**config.mk**
```make
export PLATFORM = sky130hd
export DESIGN_NAME = fp_div_seq
export DESIGN_NICKNAME = d
export VERILOG_FILES = /design/src/rtl/fp_div_seq.sv
export SDC_FILE = /design/constraint.sdc
export NUM_CORES = 1
export LEC_CHECK = 0
export ABC_AREA = 1
export CAP_MARGIN = 20
export CORE_ASPECT_RATIO = 0.7
export CORE_UTILIZATION = 55
export DETAILED_ROUTE_END_ITERATION = 10
export PLACE_DENSITY_LB_ADDON = 0.3
export SLEW_MARGIN = 20
export SYNTH_ARGS = -nofsm -noshare
export SYNTH_HDL_FRONTEND = slang
export SYNTH_SLANG_ARGS = --single-unit
```
**constraint.sdc**
```tcl
create_clock -name clk -period 9.3 [get_ports clk]
set_clock_uncertainty 0.05 [all_clocks]
set_input_delay 0.93 -clock clk [delete_from_list [all_inputs] [get_ports clk]]
set_output_delay 0.93 -clock clk [all_outputs]
set_load 0.1 [all_outputs]
```
**src/rtl/fp_div_seq.sv**
```systemverilog
// Sequential IEEE-754 single-precision divider.
// Restoring radix-2 core, one quotient bit per clock, valid/ready handshake.
package fp_div_pkg;
  typedef enum logic [2:0] {
    IEEE_near,
    IEEE_zero,
    IEEE_pinf,
    IEEE_ninf,
    near_up,
    away_zero
  } round_values;
endpackage

module fp_div_seq
  import fp_div_pkg::*;
#(
  parameter round_values round = IEEE_near
) (
  input  logic        clk,
  input  logic        rst,
  input  logic [31:0] a,
  input  logic [31:0] b,
  input  logic        in_valid,
  output logic        in_ready,
  output logic [31:0] z,
  output logic [7:0]  status,
  output logic        out_valid,
  input  logic        out_ready
);

  typedef enum logic [1:0] {IDLE, DIV, NORM, DONE} state_t;

  state_t            state_q;
  logic [4:0]        cnt_q;
  logic [24:0]       rem_q;
  logic [23:0]       mb_q;
  logic [25:0]       quo_q;
  logic signed [9:0] exp_q;
  logic              sign_q;
  logic              nan_q;
  logic              dz_q;
  logic              inf_q;
  logic              zero_q;
  logic [31:0]       z_q;
  logic [7:0]        st_q;
  logic              ov_q;

  logic [7:0]  ea, eb;
  logic [22:0] fa, fb;
  logic        a_zero, b_zero;
  logic        a_inf, b_inf;
  logic        a_nan, b_nan;
  logic        nan_d;

  assign ea = a[30:23];
  assign eb = b[30:23];
  assign fa = a[22:0];
  assign fb = b[22:0];

  // Denormals have a zero exponent field and are flushed to signed zero.
  assign a_zero = (ea == 8'h00);
  assign b_zero = (eb == 8'h00);
  assign a_inf  = (ea == 8'hFF) && (fa == 23'd0);
  assign b_inf  = (eb == 8'hFF) && (fb == 23'd0);
  assign a_nan  = (ea == 8'hFF) && (fa != 23'd0);
  assign b_nan  = (eb == 8'hFF) && (fb != 23'd0);

  assign nan_d = a_nan | b_nan
               | (a_zero & b_zero)
               | (a_inf & b_inf);

  logic        ge;
  logic [24:0] diff;
  logic [24:0] rsel;

  assign ge   = rem_q >= {1'b0, mb_q};
  assign diff = rem_q - {1'b0, mb_q};
  assign rsel = ge ? diff : rem_q;

  logic [23:0]       man;
  logic              g, r, s;
  logic              inx;
  logic              inc;
  logic              to_inf;
  logic signed [9:0] e_n;
  logic signed [9:0] e_r;
  logic [24:0]       man_r;
  logic [22:0]       frac;
  logic              ovf;
  logic              unf;
  logic [31:0]       z_d;
  logic [7:0]        st_d;

  // A quotient below 1 has its leading one one place lower.
  always_comb begin
    man = quo_q[24:1];
    g   = quo_q[0];
    r   = 1'b0;
    e_n = exp_q - 10'sd1;
    if (quo_q[25]) begin
      man = quo_q[25:2];
      g   = quo_q[1];
      r   = quo_q[0];
      e_n = exp_q;
    end
  end

  assign s   = |rem_q;
  assign inx = g | r | s;

  always_comb begin
    inc    = 1'b0;
    to_inf = 1'b1;
    case (round)
      IEEE_near: inc = g & (r | s | man[0]);
      IEEE_zero: to_inf = 1'b0;
      IEEE_pinf: begin
        inc    = inx & ~sign_q;
        to_inf = ~sign_q;
      end
      IEEE_ninf: begin
        inc    = inx & sign_q;
        to_inf = sign_q;
      end
      near_up:   inc = g;
      away_zero: inc = inx;
      default:   inc = 1'b0;
    endcase
  end

  assign man_r = {1'b0, man} + {24'd0, inc};
  assign frac  = man_r[24] ? man_r[23:1] : man_r[22:0];
  assign e_r   = e_n + $signed({9'd0, man_r[24]});
  assign ovf   = e_r >= 10'sd255;
  assign unf   = e_r <= 10'sd0;

  always_comb begin
    z_d  = {sign_q, e_r[7:0], frac};
    st_d = {2'b00, inx, 5'b00000};
    if (nan_q) begin
      z_d  = 32'h7FC00000;
      st_d = 8'h04;
    end else if (dz_q) begin
      z_d  = {sign_q, 8'hFF, 23'd0};
      st_d = 8'h42;
    end else if (inf_q) begin
      z_d  = {sign_q, 8'hFF, 23'd0};
      st_d = 8'h02;
    end else if (zero_q) begin
      z_d  = {sign_q, 31'd0};
      st_d = 8'h01;
    end else if (unf) begin
      z_d  = {sign_q, 31'd0};
      st_d = 8'h29;
    end else if (ovf) begin
      z_d  = to_inf ? {sign_q, 8'hFF, 23'd0}
                    : {sign_q, 8'hFE, 23'h7FFFFF};
      st_d = to_inf ? 8'h32 : 8'h30;
    end
  end

  always_ff @(posedge clk) begin
    if (rst) begin
      state_q <= IDLE;
      cnt_q   <= 5'd0;
      rem_q   <= 25'd0;
      mb_q    <= 24'd0;
      quo_q   <= 26'd0;
      exp_q   <= 10'sd0;
      sign_q  <= 1'b0;
      nan_q   <= 1'b0;
      dz_q    <= 1'b0;
      inf_q   <= 1'b0;
      zero_q  <= 1'b0;
      z_q     <= 32'd0;
      st_q    <= 8'd0;
      ov_q    <= 1'b0;
    end else begin
      unique case (state_q)
        IDLE: begin
          if (in_valid) begin
            rem_q   <= {2'b01, fa};
            mb_q    <= {1'b1, fb};
            quo_q   <= 26'd0;
            exp_q   <= $signed({2'b00, ea})
                     - $signed({2'b00, eb})
                     + 10'sd127;
            sign_q  <= a[31] ^ b[31];
            nan_q   <= nan_d;
            dz_q    <= ~nan_d & b_zero & ~a_zero & ~a_inf;
            inf_q   <= ~nan_d & a_inf;
            zero_q  <= ~nan_d & (a_zero | b_inf);
            cnt_q   <= 5'd25;
            state_q <= DIV;
          end
        end
        DIV: begin
          rem_q <= rsel << 1;
          quo_q <= {quo_q[24:0], ge};
          if (cnt_q == 5'd0) begin
            state_q <= NORM;
          end else begin
            cnt_q <= cnt_q - 5'd1;
          end
        end
        NORM: begin
          z_q     <= z_d;
          st_q    <= st_d;
          ov_q    <= 1'b1;
          state_q <= DONE;
        end
        DONE: begin
          if (out_ready) begin
            ov_q    <= 1'b0;
            state_q <= IDLE;
          end
        end
      endcase
    end
  end

  assign in_ready  = (state_q == IDLE);
  assign z         = z_q;
  assign status    = st_q;
  assign out_valid = ov_q;

endmodule

```
-- Word-level counts from Yosys, hierarchy flattened
Cells that the tools add are included.
- bits in registers: 138
- input bits: 68
- output and inout bits: 42
- logic and storage cells: 104
- $add $sub $neg: 7
- equal/unequal tests: 9
- bitwise logic cells: 20
- magnitude comparators: 3
- muxes and demuxes: 31
- reduce and logical (&&, ||, !) cells: 20
- operators by type and width (kind ; count):
    $mux 31 ; 5
    $pmux 26 s2 ; 1
    $pmux 25 s2 ; 1
    $mux 24 ; 2
    $logic_not 23->1 ; 2
    $reduce_bool 23->1 ; 2
    $mux 32 ; 1
    $mux 26 ; 1
    $add 24x1->25 ; 1
    $ge 25x24->1 ; 1
    $mux 25 ; 1
    $reduce_or 25->1 ; 1
    $mux 6 ; 4
    $sub 24x24->24 ; 1
    $mux 23 ; 1
    $eq 8x8->1 const B ; 2
    $logic_not 8->1 ; 2
    $mux 7 ; 2
    $add 10x2->10 ; 1
    $add 9x8->10 const B ; 1
    $ge 10x9->1 const B ; 1
    $le 10x1->1 const B ; 1
    $mux 10 ; 1
    $mux 5 ; 2
    other kinds (21) ; 52

-- Logic depth before layout (Yosys ltp)
Gate-level depths: netlist of the first run.
- word-level depth: 13
- depth in mapped cells: 33
- mapped depth without buffers: 32

-- Least setup slack after synthesis of the first run
No wires, ideal clock.
- kind: register -> register
- from: register quo_q[25]
- to: register z_q[29] (netlist: z[29])
- path slack: 5.628 ns
- period minus slack after synthesis: 3.672 ns
- library setup time: 0.109 ns
- arrival time: 3.513 ns
- data required time: 9.141 ns
- path buffers: 1
- cell stages (with the launch flop): 34
- path through: dfxtp_1 -> inv_1 -> buf_6 -> nand2_1 -> o21ai_1 -> nor2_4 -> ha_1 -> nand3_1 -> nor2_2 -> nand2_2 -> nor2_4 -> nand2_2 -> nor2_1 -> nand3_1 -> nor3_1 -> nand4_1 -> nor3b_2 -> ha_1 -> ha_1 -> nand2_1 -> nor2_2 -> nand2_1 -> nand2_1 -> inv_1 -> nand2_1 -> nor2_1 -> nand2_1 -> nand2_2 -> nand2_4 -> o21ai_0 -> inv_1 -> nand2_1 -> nand2_1 -> inv_1
- cells in the longest elaborated chain, start to end: 13
- elaborated cells on any way between the ends: 17
- classes of those cells: add/sub (2); order compare (2); mux (10); bitwise (3)
- ends and longest elaborated chain (item ; line ; RTL):
    from (decl) ; 37 ; logic [25:0] quo_q;
    from (signal assigned) ; 199 ; quo_q <= {quo_q[24:0], ge};
    $mux 1 ; 100 ; if (quo_q[25]) begin
    $or 1x1->1 (2 in series) ; 115 ; IEEE_near: inc = g & (r | s | man[0]);
    $and 1x1->1 ; 115 ;
    $add 24x1->25 ; 131 ; assign man_r = {1'b0, man} + {24'd0, inc};
    $add 10x2->10 (*) ; 133 ; assign e_r = e_n + $signed({9'd0, man_r[24]});
    $ge 10x9->1 ; 134 ; assign ovf = e_r >= 10'sd255;
    $mux 31 ; 155 ; end else if (ovf) begin
    $mux 31 (*) ; 152 ; end else if (unf) begin
    $mux 31 (*) ; 149 ; end else if (zero_q) begin
    $mux 31 (*) ; 146 ; end else if (inf_q) begin
    $mux 31 (*) ; 143 ; end else if (dz_q) begin
    $mux 32 (*) ; 140 ; if (nan_q) begin
    to (signal assigned) ; 207 ; z_q <= z_d;
    to (decl) ; 44 ; logic [31:0] z_q;
Every way passes the cells marked *; elsewhere a longest branch is shown, timed or not.
A chain may end at the register's enable or synchronous reset.

-- Final worst setup path of the first run
Ends and elaborated chain as after synthesis.

==> flow_metrics.tcl, run 1 <==
set metrics [dict create \
    cts.sinks 137 \
    cp_top_family "simple AND/OR/NAND/NOR gates" \
    grt_pass1_vias 9176 \
    num_vias 9862 \
    critPathKind "flip-flop to flip-flop" \
    dr.pass1.iters 5 \
    routedWlPerCell_um 15.7 \
    crit_path_start_kind "flip-flop" \
    report.final.setup_viol 0 \
    irDropWorstVdd_mv 0.256 \
    layout_commonest_cell "nand2_1" \
    die_area_sq_um 17600 \
    syn_area_sq_um 9370 \
    fillCellCount 1483 \
    die_y_um 111 \
    ys_warn_count 0 \
    cts-htree-levels 4 \
    final_cell_mix "nand2_1 (361), a21oi_1 (196), inv_1 (147)" \
    initial_core_util 0.568 \
    finalNetCount 1629 \
    setup_tns_ns 0 \
    antenna_found_initial 0 \
    required_ns 9.58 \
    swShare 0.504 \
    die_w_um 158 \
    hold_viol 0 \
    grt_pass1_wl_mm 45.1 \
    synth_edf_count 0 \
    critPathMaxStageDelay_ns 0.92 \
    io_pins 110 \
    drc 0 \
    maxCapViolCount 0 \
    critPathMostFrequentCell "nand2_1" \
    synth_area_leader_cell "dfxtp_1" \
    port_buffers 108 \
    grt.total_usage 0.324 \
    ys_seq_area_frac 0.293 \
    clkLatencyLatePin_ns 0.44 \
    power_leakage_uw 0.00473 \
    max_slew_margin 0.328 \
    min_path_cells 2 \
    worst_setup_path_end_kind "flip-flop" \
    synth_cells 1434 \
    cts_buffers 17 \
    comb_power_share 0.585 \
    area_growth_pct 19.5 \
    critPathSlowestCell "dfxtp_2" \
    synthArstFlopShare 0 \
    ys_types 53 \
    cts-root-buf "clkbuf_16" \
    post_route_cells_drive_above_1_share 0.0726 \
    rows 39 \
    cts_tree "built" \
    synth_nets 1547 \
    antenna_left 0 \
    pwr-share-seq 0.213 \
    p_switching_uw 1980 \
    clk_pin_slew_ns 0.06 \
    dp_hpwl_mm 20.4 \
    crit_arrival_ns 5.85 \
    routed_via_density 5.62 \
    yosys_most_used_dff "dfxtp_1" \
    synthDominantCellAreaShare 0.293 \
    fmax_ghz 0.179 \
    drv_slew 0 \
    rsz0062_at_grt "false" \
    rr_worst_depth 32 \
    cp.depth 32 \
    finalPower_uw 3930 \
    cts.hold.buffers_added 0 \
    critPathMaxFanout 47 \
    internal_power_uw 1950 \
    fin_crit_sh 0.599 \
    drt_iter0_drc 1016 \
    clk_path_buf_depth 2 \
    period_minus_slack_ns 5.57 \
    worstMarginPinSlew_ns 1.00 \
    power_per_cell_area_nw_per_um2 350 \
    p_clk_frac 0.202 \
    cts_resized 0 \
    drt-total-wl_mm 27.5 \
    synth_area_per_cell_sq_um 6.54 \
    grt_max_degree 76 \
    post-cts-setup-buffer-count 0 \
    overflow 0 \
    status "completed" \
    yosys-top-cells-area "dfxtp_1 (29%), nand2_1 (14%), a21oi_1 (10%), o21ai_0 (6.1%), inv_1 (5.9%)" \
    min-delay-path-class "flip-flop to flip-flop" \
    core_sq_um 16500 \
    ys_ff_latch 137 \
    path_buf_inv 4 \
    diodes 0 \
    gp_congestion 1.01 \
]
worst min-delay path, cell delays in order (launching register included):
cell and delay [ns]:
dfxtp_1 0.31, nand2_1 0.06, a21oi_1 0.05
final cells by class:
| type | count | area [sq um] | share of cell area |
|---|---|---|---|
| Multi-Input combinational cell | 1088 | 5780 | 0.516 |
| Sequential cell | 137 | 2740 | 0.245 |
| Timing Repair Buffer | 116 | 1140 | 0.101 |
| Inverter | 156 | 586 | 0.0523 |
| Clock buffer | 19 | 433 | 0.0386 |
| Tap cell | 225 | 282 | 0.0251 |
| Clock inverter | 13 | 240 | 0.0214 |
cells in the mapped netlist, types with 3 or more instances:
cell type / instances
nand2_2: 15
or2_2: 5
nand3_1: 53
nor2_2: 12
nand3b_1: 3
buf_6: 5
clkbuf_1: 39
nand4_1: 24
o21bai_1: 6
a21oi_1: 196
o21ai_1: 6
xnor2_1: 16
nor2_8: 3
o21ai_0: 114
nor2_1: 106
nor2_4: 7
o21a_1: 3
nand2_1: 361
inv_1: 147
a31oi_1: 7
o211ai_1: 8
xor2_1: 24
dfxtp_1: 137
nor4_1: 22
o21ai_2: 5
buf_4: 4
nor3_1: 14
nand2_4: 6
inv_2: 8
ha_1: 43
a21o_1: 5
metal layers:
| metal | vias to the layer above | routed length, um | part of all wire | track usage |
|---|---|---|---|---|
| met5 | - | 0 | 0 | 0 |
| li1 | 4925 | - | - | - |
| met4 | 0 | 522 | 0.019 | 0.100 |
| met3 | 45 | 2700 | 0.098 | 0.0801 |
| met2 | 389 | 11200 | 0.41 | 0.467 |
| met1 | 4503 | 13100 | 0.48 | 0.468 |
power groups by stage:
stage	Clock, uW	Sequential, uW	Combinational, uW
final	793	837	2300
after global routing	822	851	2510
after CTS	792	832	2230
after detailed placement	0	842	2190
after global placement	0	841	2160
after floorplan	0	977	1560
path summary, 6_finish.rpt:
path | slack [ns] | startpoint | end
setup / recovery | 3.73 | quo_q[25]$_SDFFE_PP0P_ | z[29]$_SDFFE_PP0P_
hold / removal | 0.41 | z[9]$_SDFFE_PP0P_ | z[9]$_SDFFE_PP0P_
setup reg to reg | 3.73 | quo_q[25]$_SDFFE_PP0P_ | z[29]$_SDFFE_PP0P_
hold reg to reg | 0.41 | z[9]$_SDFFE_PP0P_ | z[9]$_SDFFE_PP0P_
state kept, by name, summed over array words and instances (netlist names):
name       cells
mb_q          24
zero_q         1
z             32
inf_q          1
nan_q          1
cnt_q          5
sign_q         1
out_valid      1
state_q        2
dz_q           1
quo_q         26
status         7
rem_q         25
exp_q         10
cell families after synthesis:
family                     synth area share
and+or+nand+nor                       0.313
AOI/OAI and AO/OA                     0.203
buffers and inverters                0.0908
DFF                                   0.293
adders and majority gates            0.0617
xor gates and xnor gates             0.0374
other                              0.000400
muxes                               0.00107
stage by stage:
| step | cell area (sq um) | cells | worst slack, ns | hold slack [ns] | utilization |
|---|---|---|---|---|---|
| floorplan | 9370 | 1434 | 5.63 | 0.383 | - |
| global placement | 10500 | 1722 | 4.19 | 0.403 | 0.639 |
| detailed placement | 10500 | 1722 | 3.93 | 0.406 | 0.639 |
| CTS | 11200 | 1754 | 3.80 | 0.414 | 0.679 |
| global route | 11200 | 1754 | 3.13 | 0.419 | 0.679 |
| finish | 11200 | 1754 | 3.73 | 0.414 | 0.679 |
Note: power is estimated with default switching activity, not from simulation.
==> run 2: changes to the inputs <==
Settings changed: CORE_UTILIZATION 55 to 52.
Clock period 9.3 ns to 4.45 ns, I/O delays scaled along.
==> flow_metrics.tcl, run 2 (same netlist as run 1, synthesis figures left out) <==
set metrics [dict create \
    status "completed" \
    cts_tree "built" \
    layout_commonest_cell "nand2_1" \
    drv_slew 0 \
    irDropWorstVdd_mv 0.460 \
    dr.pass1.iters 9 \
    clkLatencyLatePin_ns 0.42 \
    layout_setup_ws_ns 0.279 \
    routed_via_density 5.55 \
    min-delay-path-class "flip-flop to flip-flop" \
    maxCapViolCount 0 \
    cts_buffers 17 \
    hold_viol 0 \
    setup_tns_ns 0 \
    period_minus_slack_ns 4.17 \
    gp_congestion 0.980 \
    place_area_sq_um 10600 \
    finalNetCount 1637 \
    worst_hold_slack_ns 0.413 \
    die_w_um 162 \
    grt_pass1_vias 8804 \
    crit_path_start "quo_q[25]$_SDFFE_PP0P_" \
    routedWlPerCell_um 15.5 \
    report.final.setup_viol 0 \
    stdcell_area_sq_um 11300 \
    min_path_cells 2 \
    reg2reg_from "quo_q[25]$_SDFFE_PP0P_" \
    fillCellCount 1583 \
    cts-root-buf "clkbuf_16" \
    cp.depth 28 \
    num_vias 9818 \
    critPathKind "flip-flop to flip-flop" \
    dp_slack_ns 0.270 \
    initial_core_util 0.538 \
    drt_iter0_drc 1190 \
    grt.total_usage 0.303 \
    dp.cells 1733 \
    crit_arrival_ns 4.47 \
    die_y_um 114 \
    antenna_left 0 \
    final_cell_mix "nand2_1 (359), a21oi_1 (196), inv_1 (144)" \
    multi_input_area_sq_um 5850 \
    swShare 0.509 \
    port_buffers 108 \
    critPathMaxFanout 17 \
    io_pins 110 \
    fin_crit_sh 0.937 \
    rows 40 \
    worst_setup_path_end_kind "flip-flop" \
    cp_top_family "simple AND/OR/NAND/NOR gates" \
    power_leakage_uw 0.00473 \
    p_clk_frac 0.187 \
    rr_worst_depth 28 \
    path_buf_inv 3 \
    drc 0 \
    internal_power_uw 3970 \
    comb_power_share 0.597 \
    largest_register_ffs 32 \
    worstMarginPinSlew_ns 0.991 \
    max_slew_margin 0.332 \
    die_area_sq_um 18600 \
    antenna_found_initial 1 \
    power_per_cell_area_nw_per_um2 716 \
    grt_max_degree 75 \
    dp_hpwl_mm 20.6 \
    post_route_cells_drive_above_1_share 0.0840 \
    required_ns 4.75 \
    p_switching_uw 4110 \
    critPathSlowestCell "dfxtp_4" \
    drt-total-wl_mm 27.4 \
    critPathMaxStageDelay_ns 0.36 \
    clk_pin_slew_ns 0.06 \
    grt_pass1_wl_mm 44.5 \
    crit_path_start_kind "flip-flop" \
    cts-htree-levels 4 \
    fmax_ghz 0.240 \
    clk_path_buf_depth 2 \
    core_sq_um 17400 \
    layoutNonFillerInstCount 1768 \
    worstHoldStart "z[16]$_SDFFE_PP0P_" \
    ff_latch_area_sq_um 2750 \
    overflow 0 \
    cts.sinks 137 \
    area_growth_pct 20.4 \
    pwr-share-seq 0.216 \
    rsz0062_at_grt "false" \
]
[run 2: worst register-to-register path: cells and delay by family, from the launching register on]
| family | cells | cell delay (ns) |
|---|---|---|
| AND/OR/NAND/NOR | 21 | 2.82 |
| flip-flops | 1 | 0.36 |
| adder cells (fa/ha/maj) | 2 | 0.36 |
| buffers and inverters | 3 | 0.31 |
| AO/OA/AOI/OAI | 2 | 0.18 |
[run 2: metrics by stage]
stage | total power (uW) | utilization
after CTS | 7910 | 0.642
final | 8070 | 0.648
after global routing | 8650 | 0.648
after floorplan | 5300 | -
after detailed placement | 6350 | 0.607
after global placement | 6300 | 0.607
[run 2: layout make-up]
type                    count  share of cell area
flip-flops and latches    137               0.243
diodes                      1            0.000222
clock inverters            12              0.0154
repair buffers            122               0.105
clock buffers              19              0.0393
inverters                 156              0.0521
multi-input cells        1090               0.519
well taps                 231              0.0256
[run 2: path summary, 6_finish.rpt]
path | endpoint | slack [ns]
worst max register to register | z[4]$_SDFFE_PP0P_ | 0.28
worst min register to register | z[16]$_SDFFE_PP0P_ | 0.41
worst min-delay path | z[16]$_SDFFE_PP0P_ | 0.41
worst max-delay path | z[4]$_SDFFE_PP0P_ | 0.28
[run 2: layer usage]
metal  vias up  share of wire  GRT usage
met3        27          0.091     0.0753
li1       4946              -          -
met1      4463           0.51      0.456
met2       382           0.39      0.426
met5         -              0          0
met4         0          0.011     0.0723
[run 2: timing repair]
action | in CTS | in global routing
resized for setup | 0 | 18
setup buffers | 0 | 1
hold endpoints to repair | 0 | 0
hold buffers | 0 | 0
setup endpoints to repair | 0 | 34
[run 2: power by group through the flow]
stage / Combinational [uW] / Clock (uW) / Sequential, uW
finish: 4820 / 1510 / 1750
global route: 5300 / 1570 / 1780
CTS: 4660 / 1510 / 1740
detailed placement: 4590 / 0 / 1760
global placement: 4540 / 0 / 1760
floorplan: 3260 / 0 / 2040
==> run 3: changes to the inputs <==
Settings changed: CORE_MARGIN from default to 5, SETUP_SLACK_MARGIN from default to 0.4.
==> flow_metrics.tcl, run 3 (same netlist as run 1, synthesis figures left out) <==
set metrics [dict create \
    cts-root-buf "clkbuf_16" \
    dr.pass1.iters 6 \
    die_w_um 170 \
    antenna_found_initial 1 \
    drt_iter0_drc 964 \
    port_buffers 108 \
    antenna_left 0 \
    irDropWorstVdd_mv 0.395 \
    fmax_ghz 0.255 \
    cts-htree-levels 4 \
    grt_pass1_vias 9010 \
    rows 41 \
    required_ns 4.74 \
    drt-total-wl_mm 27.9 \
    critPathMaxStageDelay_ns 0.38 \
    largest_register_ffs 32 \
    routed_via_density 5.60 \
    cts.hold.buffers_added 0 \
    finish.utilization 0.647 \
    critPathSlowestCell "dfxtp_4" \
    maxCapViolCount 0 \
    core_sq_um 17900 \
    routedWlPerCell_um 15.6 \
    setup_tns_ns 0 \
    report.final.setup_viol 0 \
    cts.sinks 137 \
    crit_arrival_ns 4.22 \
    die_y_um 122 \
    worstMarginPinSlew_ns 0.994 \
    regToRegSetupSlack_ns 0.52 \
    io_pins 110 \
    overflow 0 \
    dp_hpwl_mm 20.2 \
    area_growth_pct 23.3 \
    post_route_cells_drive_above_1_share 0.107 \
    critPathMostFrequentCell "nand2_2" \
    drv_slew 0 \
    fillCellCount 1607 \
    grt_pass1_wl_mm 45.5 \
    critPathMaxFanout 8 \
    num_vias 10026 \
    rsz0062_at_grt "true" \
    clk_path_buf_depth 2 \
    layout_commonest_cell "nand2_1" \
    min-delay-path-class "primary input to flip-flop" \
    status "completed" \
    power_per_cell_area_nw_per_um2 690 \
    die_area_sq_um 20900 \
    grt_max_degree 75 \
    cts_tree "built" \
    fin_crit_sh 0.883 \
    diodes 0 \
    gp_congestion 0.974 \
    critPathKind "flip-flop to flip-flop" \
    max_slew_margin 0.335 \
    power_leakage_uw 0.00482 \
    finalNetCount 1654 \
    initial_core_util 0.525 \
    final_cell_mix "nand2_1 (351), a21oi_1 (193), inv_1 (142)" \
    hold_viol 0 \
    drc 0 \
    clkLatencyLatePin_ns 0.43 \
    worst_setup_path_end_kind "flip-flop" \
    clk_pin_slew_ns 0.06 \
    cts_buffers 17 \
    grt.total_usage 0.267 \
    crit_path_start_kind "flip-flop" \
    period_minus_slack_ns 3.93 \
]
## run 3: cell types whose count changed in the layout (fill, tap and decap cells not counted), sizes merged
cell and delta:
inv -1, bufinv -4, clkinv +1, diode -1, clkbuf +5, bufbuf +1, buf +15
## run 3: path summary, 6_finish.rpt
check | from | depth (start not counted) | to
hold / removal | rst | 4 | status[2]$_SDFFE_PP0P_
setup reg to reg | quo_q[25]$_SDFFE_PP0P_ | 30 | status[0]$_SDFFE_PP0P_
hold reg to reg | mb_q[23]$_SDFFE_PP0P_ | 2 | mb_q[23]$_SDFFE_PP0P_
setup / recovery | quo_q[25]$_SDFFE_PP0P_ | 30 | status[0]$_SDFFE_PP0P_
## run 3: critical path, delay by kind of cell (launching register included)
family	cells	cell delay, ns
simple gates	20	2.15
flops	1	0.38
compound gates	2	0.25
fa+ha+maj	2	0.41
buf+inv	6	0.61
## run 3: through the flow
stage | setup WS, ns | instance area [sq um] | instances | total power (uW) | hold slack, ns
after floorplan | 0.778 | 9370 | 1434 | 5300 | 0.383
after global placement | 0.431 | 10600 | 1736 | 6240 | 0.403
after detailed placement | 0.255 | 10600 | 1736 | 6300 | 0.406
after CTS | 0.375 | 11400 | 1781 | 7780 | 0.367
after global routing | 0.227 | 11600 | 1789 | 8570 | 0.409
final | 0.523 | 11600 | 1789 | 7970 | 0.366
## run 3: where the power goes
group          leakage, uW  total [uW]  switching, uW  internal (uW)
clock             0.000264        1320            540            778
combinational      0.00343        4910           3320           1580
sequential         0.00112        1750            240           1510
total              0.00482        7970           4100           3870
## run 3: layer usage
| layer | wire length (um) | vias up | GRT usage |
|---|---|---|---|
| met5 | 13 | - | 0 |
| met4 | 342 | 2 | 0.0628 |
| met3 | 2480 | 38 | 0.0724 |
| met2 | 11600 | 397 | 0.391 |
| met1 | 13400 | 4603 | 0.391 |
| li1 | - | 4986 | - |
## run 3: cell type report
class / count / area, sq um / area share
Multi-Input combinational cell: 1090 / 6010 / 0.520
Sequential cell: 137 / 2750 / 0.238
Timing Repair Buffer: 138 / 1360 / 0.118
Inverter: 156 / 593 / 0.0513
Clock buffer: 24 / 502 / 0.0434
Tap cell: 236 / 295 / 0.0255
Clock inverter: 7 / 42.5 / 0.00368
Timing Repair inverter: 1 / 7.51 / 0.000650
## run 3: what timing repair did
item / in CTS / in global routing
buffers inserted: 10 / 8
cloned: 4 / 0
endpoints found under the setup margin: 34 / 36
pin swaps: 26 / 29
resized for setup: 30 / 32
==> variant 1, RTL diff (flow settings as in run 2) <==
Put one more register stage on the output `status`, with the module's reset. The value now appears one clock later. The other outputs are not delayed to match.
--- a/src/rtl/fp_div_seq.sv
+++ b/src/rtl/fp_div_seq.sv
@@ -223,3 +223,9 @@
   assign z         = z_q;
-  assign status    = st_q;
+  always_ff @(posedge clk) begin
+    if (rst) begin
+      status <= '0;
+    end else begin
+      status <= st_q;
+    end
+  end
   assign out_valid = ov_q;
Behaviour: same outputs for any inputs over 10 cycles, from zero or initial values and one cycle with rst high; that may be too few to reach the edited logic, so the function may still have changed.
==> variant 1 against run 2 <==
Utilization grew 1.3 points. Clock power fell by 7%. Area after synthesis rose by 0.91%. Final area increased by 2.2%. Routed wire length is 5.9% higher. Highest routed layer unchanged. Sequential share of layout area rose by 0.69 points. Power is 1.2% lower. Via count up 3.2%. Sequential cell count up 7. Worst setup slack worse by 0.15 ns. Worst hold slack got worse by 0.043 ns.
==> variant 1: results (changes against run 2) <==
cell total after placement 1738 (+0.29%); status finished clean; Synth Area in Compound Gates 0.207 (+0.00413); Initial DRC Count 949 (-20%); Hold Path Sink status[3]; max incr delay on CP 0.33 ns (-0.03 ns); Synth area leaders dfxtp_1, nand2_1, a21oi_1; pin count of the biggest net entering global routing 77 (+2.7%); synth unique cells 52 (-1.9%); Seq/Total Area, Yosys 0.305 (+0.0122); Initial DRT Pass Iterations 6 (-3); gr usage total 0.306 (+0.00215); Avg Inst Size Synth 6.55 sq um (+0.21%); critical hold path startpoint st_q[3]; # diodes 0 (-1); DP HPWL 21100 microns (+2.4%); Post-Synth Adder-Cell Area 0.0611 (-0.000555); vias in the first global route 8904 (+1.1%); max FFs per register 32 (unchanged); Worst Tran Pin Value 1.03 ns (+0.0418 ns); hold_ws 0.370 ns (-0.0434 ns); Ys Warns 0 (unchanged); clock latency on the worst-skew pair 0.44 ns (+0.02 ns); ys flop type dfxtp_1; routability-driven placement congestion ratio 0.988 (+0.85%); via/cell ratio 5.69 (+2.4%); first-pass GRT wire length 45400 microns (+2.1%); mux cell area share after synthesis 0.00106 (-0.00000960); VDD IR max 0.393 mV (-14%); Max FO, Critical Path 13 (-4); total congestion overflow 0 (unchanged); layout cells sized above 1 0.0870 (+0.00306); Post-DP Area 10600 sq um (+0.69%); Non-Filler Instances 1782 (+0.79%); Post-synth top cells nand2_1, a21oi_1, inv_1; P_leak 4.66 nW (-1.5%); FF-to-FF setup slack 0.13 ns (-0.15 ns); clock tree buffer depth 2 (unchanged); FF-to-FF path depth 29 (+3.6%); Filler cells 1555 (-1.8%); Post-Synth XOR/XNOR Area 0.0398 (+0.00244); worst slack at placement 0.0661 ns (-0.204 ns); DR WL/cell 16.3 microns (+5.1%); arrival time at the worst endpoint 4.64 ns (+0.17 ns); Slowest-stage cell, CP dfxtp_2; initial antenna violation count 0 (-1); launching point of the worst reg2reg path quo_q[2]; Mapped Nets 1557 (+0.65%)
variant 1: how the worst max path moves through the flow:
stage | from | to | slack (ns) | depth (start not counted)
2_1_floorplan | quo_q[25] | z[15] | 0.66 | 30
3_3_place_gp | quo_q[2] | z[5] | 0.35 | 28
3_5_place_dp | quo_q[2] | z[15] | 0.07 | 28
4_1_cts | quo_q[2] | z[1] | 0.02 | 28
5_1_grt | quo_q[2] | z[4] | -0.16 | 31
6_report | quo_q[2] | z[4] | 0.13 | 29
variant 1: power breakdown:
group          total (mW)  switching, mW  internal, mW
Sequential           1.76          0.207          1.56
Combinational        4.81           3.28          1.53
Clock                1.41          0.613         0.792
variant 1: area by class of cell:
cell class,instances,area [sq um],share of cell area
well taps,231,289,0.0251
repair buffers,125,1240,0.108
clock inverters,13,128,0.0111
inverters,172,653,0.0566
flip-flops and latches,144,2890,0.250
multi-input cells,1078,5890,0.511
clock buffers,19,443,0.0384
variant 1: worst max-delay path: cells and delay by family, from the launching register on:
kind | cells | cell delay [ns]
AO/OA/AOI/OAI | 2 | 0.26
adder cells (fa/ha/maj) | 2 | 0.41
buffers and inverters | 4 | 0.40
flip-flops | 1 | 0.33
AND/OR/NAND/NOR | 21 | 2.79
variant 1: kinds of logic (layout without fill, tap and decap cells):
group / after synthesis / after routing
buffers and inverters: 227 / 329
multiplexers: 1 / 1
XOR/XNOR: 43 / 43
other: 1 / 1
flip-flops: 144 / 144
AO/OA/AOI/OAI: 364 / 366
adder cells (fa/ha/maj): 45 / 45
AND/OR/NAND/NOR: 619 / 622
variant 1: what timing repair did:
item | 4_1_cts | 5_1_grt
buffers inserted | 0 | 7
endpoints found under the setup margin | 0 | 36
resized for setup | 0 | 45
variant 1: metrics by stage:
| step | setup TNS (ns) | util |
|---|---|---|
| final | 0 | 0.660 |
| after floorplan | 0 | - |
| after global placement | 0 | 0.609 |
| after global routing | -4.00 | 0.660 |
| after CTS | 0 | 0.642 |
| after detailed placement | 0 | 0.609 |
variant 1: layer usage:
layer / GRT usage / up-vias / wire (microns)
met5: 0 / - / 0
met4: 0.0611 / 0 / 312
met3: 0.0693 / 38 / 2860
met2: 0.438 / 446 / 11600
met1: 0.462 / 4640 / 14300
li1: - / 5009 / -
==> variant 2, RTL diff (flow settings as in run 2) <==
Without the edit above. Re-encode `state_t` (4 states) as Gray code, 2 bits wide.
--- a/src/rtl/fp_div_seq.sv
+++ b/src/rtl/fp_div_seq.sv
@@ -30,3 +30,3 @@
 
-  typedef enum logic [1:0] {IDLE, DIV, NORM, DONE} state_t;
+  typedef enum logic [1:0] {IDLE = 2'b00, DIV = 2'b01, NORM = 2'b11, DONE = 2'b10} state_t;
 
Function: no difference found for any inputs over 10 cycles, from zero or initial values and one cycle with rst high; not proved beyond that.
==> variant 2 against run 2 <==
Via count grew 3.4%. Worst hold slack gained 0.0046 ns. Area after synthesis shrank 1.6%. Sequential cell count is the same. Global-route usage grew 1.4 points. Worst setup slack gained 0.062 ns. Critical path depth shrank 1. Non-clock buffer count grew 2. Final area shrank 1.5%. First-iteration DRC count shrank 14%. Routed wire length grew 5.7%. Critical endpoint is now z[6].
Power is not compared: it rests on default switching activity, and its combinational part moved more than twofold at a synthesized area within 25%.
==> variant 2: results (changes against run 2) <==
status finished clean; met1 WL 13700 microns (-1.6%); Mapped Nets 1539 (-0.52%); Synth area leaders dfxtp_1, nand2_1, a21oi_1; Post-synth top cells nand2_1, a21oi_1, inv_1; met1 GRT Util 0.471 (+0.0153); met3 wire length 3380 microns (+35%); Initial DRC Count 1026 (-14%); cell total after placement 1727 (-0.35%); Non-Filler Instances 1765 (-0.17%); Slew headroom 0.268 (-0.0644); met2 GRT Util 0.442 (+0.0157); routability-driven placement congestion ratio 1.02 (+3.6%); Vias 10.2k (+3.4%); Max FO, Critical Path 5 (-12); VDD IR max 0.206 mV; vias in the first global route 8971 (+1.9%); Power, Total 4.42 mW; DP HPWL 21500 microns (+4.5%); Initial DRT Pass Iterations 5 (-4); synth unique cells 54 (+1.9%); top-count cell post-synth nand2_1; worst slack at placement 0.134 ns (-0.136 ns); WL final 29000 microns (+5.7%); first-pass GRT wire length 46000 microns (+3.5%); arrival time at the worst endpoint 4.42 ns (-0.05 ns); grt met3 use 0.0913 (+0.0159); gr usage total 0.318 (+0.0143); Nets 1629 (-0.49%); Slowest-stage cell, CP dfxtp_1; layout cells sized above 1 0.0705 (-0.0135); pin count of the biggest net entering global routing 72 (-4.0%); Seq/Total Area, Yosys 0.297 (+0.00464); met2 wire length 11500 microns (+7.8%); Post-DP Area 10400 sq um (-1.4%); Avg Inst Size Synth 6.45 sq um (-1.3%)
[variant 2: layout make-up]
class	instances	area, sq um
tap	231	289
clock buffer	17	425
clock inverter	15	159
timing repair buffer	124	1200
inverter	161	609
fill	1622	6160
sequential	137	2740
multi-input combinational	1079	5680
antenna	1	2.50
[variant 2: repair_timing]
item / CTS / global route
endpoints found under the setup margin: 0 / 36
gates resized for setup: 0 / 15
buffers inserted: 0 / 2
hold endpoints to repair: 0 / 0
[variant 2: path summary, 6_finish.rpt]
kind              from         to  slack (ns)  depth (start not counted)
max           quo_q[1]       z[6]        0.34                         27
min          status[0]  status[0]        0.42                          2
max reg2reg   quo_q[1]       z[6]        0.34                         27
min reg2reg  status[0]  status[0]        0.42                          2
[variant 2: cell families after synthesis]
group                    Yosys count  synth area share
AO/OA/AOI/OAI                    363             0.210
XOR/XNOR                          40            0.0380
adder cells (fa/ha/maj)           41            0.0572
buffers and inverters            217            0.0959
flip-flops                       137             0.297
other                              1          0.000406
AND/OR/NAND/NOR                  631             0.301
